--- config.mk ---
export PLATFORM = sky130hd
export DESIGN_NAME = if_de_skid
export DESIGN_NICKNAME = d
export VERILOG_FILES = /design/src/rtl/if_de_skid.sv
export SDC_FILE = /design/constraint.sdc
export NUM_CORES = 1
export LEC_CHECK = 0
export CORE_MARGIN = 3
export CORE_UTILIZATION = 45
export CTS_BUF_LIST = sky130_fd_sc_hd__clkbuf_8 sky130_fd_sc_hd__clkbuf_16
export DETAILED_ROUTE_END_ITERATION = 8
export GPL_TIMING_DRIVEN = 1
export PLACE_DENSITY = 0.73
export SLEW_MARGIN = 15
export SYNTH_ARGS = -nofsm -noshare
export SYNTH_HDL_FRONTEND = slang
export SYNTH_SLANG_ARGS = --single-unit
--- constraint.sdc ---
create_clock -name clk -period 3.25 [get_ports clk]
set_clock_uncertainty 0.2 [all_clocks]
set_input_delay 0.65 -clock clk [delete_from_list [all_inputs] [get_ports clk]]
set_output_delay 0.65 -clock clk [all_outputs]
set_load 0.01 [all_outputs]
--- src/rtl/if_de_skid.sv ---
// Fetch/Decode pipeline register with a 2-entry skid buffer and branch flush.
// Optional IF_DE_SKID_PERF_EN adds stallCount/flushCount performance counters.
module if_de_skid #(
    parameter int                 XLEN     = 32,
    parameter int                 INST_W   = 32,
    parameter logic [INST_W-1:0]  NOP_INST = 32'h00000013
) (
    input  logic              clk,
    input  logic              rst_n,
    input  logic [XLEN-1:0]   PCIn,
    input  logic [XLEN-1:0]   incrementPCIn,
    input  logic [INST_W-1:0] instIn,
    input  logic              in_valid,
    output logic              in_ready,
    input  logic              flush,
    output logic [XLEN-1:0]   PCOut,
    output logic [XLEN-1:0]   incrementPCOut,
    output logic [INST_W-1:0] instOut,
    output logic              out_valid,
    input  logic              out_ready
`ifdef IF_DE_SKID_PERF_EN
    ,
    output logic [31:0]       stallCount,
    output logic [31:0]       flushCount
`endif
);

    logic              main_valid_q, main_valid_d;
    logic [XLEN-1:0]   main_pc_q, main_pc_d;
    logic [XLEN-1:0]   main_pc4_q, main_pc4_d;
    logic [INST_W-1:0] main_inst_q, main_inst_d;

    logic              skid_valid_q, skid_valid_d;
    logic [XLEN-1:0]   skid_pc_q, skid_pc_d;
    logic [XLEN-1:0]   skid_pc4_q, skid_pc4_d;
    logic [INST_W-1:0] skid_inst_q, skid_inst_d;

    logic accept;
    logic drain;

    // Ready comes only from registered state so no comb path back to fetch.
    assign in_ready = ~skid_valid_q;
    assign accept   = in_valid & in_ready;
    assign drain    = main_valid_q & out_ready;

    assign out_valid      = main_valid_q;
    assign PCOut          = main_pc_q;
    assign incrementPCOut = main_pc4_q;
    assign instOut        = main_valid_q ? main_inst_q : NOP_INST;

    always_comb begin
        main_valid_d = main_valid_q;
        main_pc_d    = main_pc_q;
        main_pc4_d   = main_pc4_q;
        main_inst_d  = main_inst_q;
        skid_valid_d = skid_valid_q;
        skid_pc_d    = skid_pc_q;
        skid_pc4_d   = skid_pc4_q;
        skid_inst_d  = skid_inst_q;

        if (flush) begin
            main_valid_d = 1'b0;
            skid_valid_d = 1'b0;
        end else if (!main_valid_q || drain) begin
            // Skid entry is older than anything on the input, so it goes first.
            if (skid_valid_q) begin
                main_valid_d = 1'b1;
                main_pc_d    = skid_pc_q;
                main_pc4_d   = skid_pc4_q;
                main_inst_d  = skid_inst_q;
                skid_valid_d = 1'b0;
            end else if (accept) begin
                main_valid_d = 1'b1;
                main_pc_d    = PCIn;
                main_pc4_d   = incrementPCIn;
                main_inst_d  = instIn;
            end else begin
                main_valid_d = 1'b0;
            end
        end else if (accept) begin
            skid_valid_d = 1'b1;
            skid_pc_d    = PCIn;
            skid_pc4_d   = incrementPCIn;
            skid_inst_d  = instIn;
        end
    end

    always_ff @(posedge clk) begin
        if (!rst_n) begin
            main_valid_q <= 1'b0;
            main_pc_q    <= '0;
            main_pc4_q   <= '0;
            main_inst_q  <= '0;
            skid_valid_q <= 1'b0;
            skid_pc_q    <= '0;
            skid_pc4_q   <= '0;
            skid_inst_q  <= '0;
        end else begin
            main_valid_q <= main_valid_d;
            main_pc_q    <= main_pc_d;
            main_pc4_q   <= main_pc4_d;
            main_inst_q  <= main_inst_d;
            skid_valid_q <= skid_valid_d;
            skid_pc_q    <= skid_pc_d;
            skid_pc4_q   <= skid_pc4_d;
            skid_inst_q  <= skid_inst_d;
        end
    end

`ifdef IF_DE_SKID_PERF_EN
    logic [31:0] stall_cnt_q;
    logic [31:0] flush_cnt_q;

    always_ff @(posedge clk) begin
        if (!rst_n) begin
            stall_cnt_q <= '0;
            flush_cnt_q <= '0;
        end else begin
            if (in_valid && !in_ready) begin
                stall_cnt_q <= stall_cnt_q + 32'd1;
            end
            // Only flushes that actually discard something are counted.
            if (flush && (main_valid_q || skid_valid_q)) begin
                flush_cnt_q <= flush_cnt_q + 32'd1;
            end
        end
    end

    assign stallCount = stall_cnt_q;
    assign flushCount = flush_cnt_q;
`endif

endmodule

==> flow_summary.yaml <==
run_status:
  status: "finished, final reports clean"
sta:
  max-slew-margin-rel_pct: 41.5
  slew_violations: 0
  fin_crit_ps: 2750
  worst_slew_pin_slew_ps: 877
  rsz0062_at_grt: "no"
  fin_crit_sh_pct: 84.6
  final.setup.worst_slack_ps: 502
  setup_viol: 0
  tns_ps: 0
  finalHoldViolCount: 0
  max_freq_mhz: 364
placed_design:
  dpl_worst_slack_ps: 528
  placed_area_um2: 10800
  numPortBuffers: 198
  gp_congestion: 0.781
  dpl.hpwl_mm: 13.6
grt:
  track_usage_pct: 20.2
  grt_max_degree: 105
  antenna_found_initial: 1
  grt_pass1_wl_mm: 35.3
  grt_pass1_vias: 6878
  grt.overflow.total: 0
cells_and_area:
  fin_area_um2: 11400
  fin_nets: 1144
  layout_commonest_cell: "clkdlybuf4s50_1"
  layout_common_cells: "clkdlybuf4s50_1 (197), dfxtp_1 (193), mux2i_1 (192), nand2_1 (192)"
  area_delta_synth_final_pct: 31.2
  antennaDiodeCount: 0
  drive_gt1_share_pct: 4.92
synth:
  synthFlopType: "dfxtp_1"
  yosys_warnings: 0
  synthArstFlopShare_pct: 0
  ys_ff_latch: 194
  synth_area_um2: 8700
  avgSynthCellArea_um2: 9.66
  synthCells: 901
  synth_edf_count: 0
  synth_cell_type_count: 19
  syn_nets: 1002
  ys_seq_area_share_pct: 44.6
clock_network:
  cts_tree: "yes"
  hold_buffers: 0
  cts_setup_buffers: 0
  clkSlewWorstSetupHoldPaths_ps: 70
  cts_resized: 0
  clk_latency_ps: 430
  numCtsBuffers: 17
  cts_max_level: 4
  clockBufferDepth: 2
  clock_sinks: 194
  cts_root_buffer: "clkbuf_16"
detailed_routing:
  routedWlPerCell_um: 16.3
  dr.pass1.iters: 5
  drt_iter0_drc: 420
  vias: 6975
  routed_wl_mm: 21.5
  drc_errors: 0
  via_per_inst: 5.30
  antenna_left: 0
floorplanning:
  io_pins: 199
  die_w_um: 145
  placeableCoreArea_um2: 18800
  die_area_um2: 21000
  rows: 50
  die_h_um: 145
  initial_core_util_pct: 46.2
critical_path:
  endpoint_kind: "output port"
  regToRegSetupSlack_ps: 1010
  start_kind: "flip-flop"
  crit_fanout: 33
  crit_chain: "buf_4 > and2_1 > clkdlybuf4s50_1"
  worst-endpoint-required_ps: 2400
  cp.arrival_ps: 1900
  crit_type: "flip-flop to output port"
  slowest_delay_ps: 550
  slowest_stage: "clkdlybuf4s50_1"
power_and_ir_drop:
  power.total_uw: 5380
  powerDensity_nw_per_um2: 471
  peakVddDrop_mv: 0.371
  p_leak_uw: 0.00484
job:
  maxCapViolCount: 0
hold_path:
  hp-class: "flip-flop to flip-flop"
## cell type report
| type | instances | area, um^2 |
|---|---|---|
| Clock buffer | 18 | 439 |
| Clock inverter | 14 | 184 |
| Fill cell | 1581 | 7410 |
| Inverter | 1 | 3.75 |
| Multi-Input combinational cell | 616 | 4370 |
| Sequential cell | 194 | 3890 |
| Tap cell | 260 | 325 |
| Timing Repair Buffer | 213 | 2210 |
## path summary, 6_finish.rpt
path / startpoint / to / cells after the start
setup / recovery: out_valid / instOut[31] / 3
hold / removal: skid_inst_q[5] / skid_inst_q[5] / 2
setup reg to reg: skid_valid_q / PCOut[24] / 4
hold reg to reg: skid_inst_q[5] / skid_inst_q[5] / 2
## power breakdown
group / internal [uW] / switching [uW] / leakage [uW]
logic: 351 / 285 / 0.00295
clock network: 1310 / 915 / 0.000309
registers: 2470 / 53.9 / 0.00158
## worst max-delay path, delay by kind of cell (launching register included)
family / cells / cell delay, ps
and+or+nand+nor: 1 / 210
buffers and inverters: 2 / 880
DFF: 1 / 390
## flip-flops by register name, indices dropped and copies added (netlist names)
name / cells
skid_pc4_q: 32
skid_pc_q: 32
out_valid: 1
PCOut: 32
main_inst_q: 32
skid_inst_q: 32
skid_valid_q: 1
incrementPCOut: 32
## cells in the mapped netlist (3+ instances only)
cell | count | share of area (%)
and2_1 | 30 | 2.2
buf_1 | 3 | 0.13
buf_2 | 17 | 0.98
buf_4 | 7 | 0.60
buf_6 | 6 | 0.78
buf_8 | 4 | 0.69
clkbuf_1 | 53 | 2.3
dfxtp_1 | 194 | 45
mux2i_1 | 192 | 22
nand2_1 | 192 | 8.3
nand2b_1 | 5 | 0.36
nand3_1 | 96 | 5.5
o211a_1 | 96 | 11
## per-stage QoR
step	hold WS, ps	instances	utilization, %
floorplan	234	901	-
detailed placement	247	1284	57.3
CTS	259	1316	60.6
finish	257	1316	60.6
global route	268	1316	60.6
global placement	241	1284	57.3
## kinds of logic after synthesis
group | Yosys count | synth area share [%]
and+or+nand+nor | 326 | 16.6
buffers and inverters | 91 | 5.51
AOI/OAI and AO/OA | 98 | 11.2
muxes | 192 | 22.1
DFF | 194 | 44.6
## metal layers
| layer | global-route usage (%) | vias to the layer above | part of all wire (%) |
|---|---|---|---|
| met2 | 31.8 | 198 | 45 |
| met1 | 26.5 | 3331 | 46 |
| met3 | 6.75 | 22 | 7.4 |
| met5 | 0 | - | 0.065 |
| met4 | 5.89 | 2 | 1.2 |
| li1 | - | 3422 | - |
Note: power is estimated with default switching activity, not from simulation.
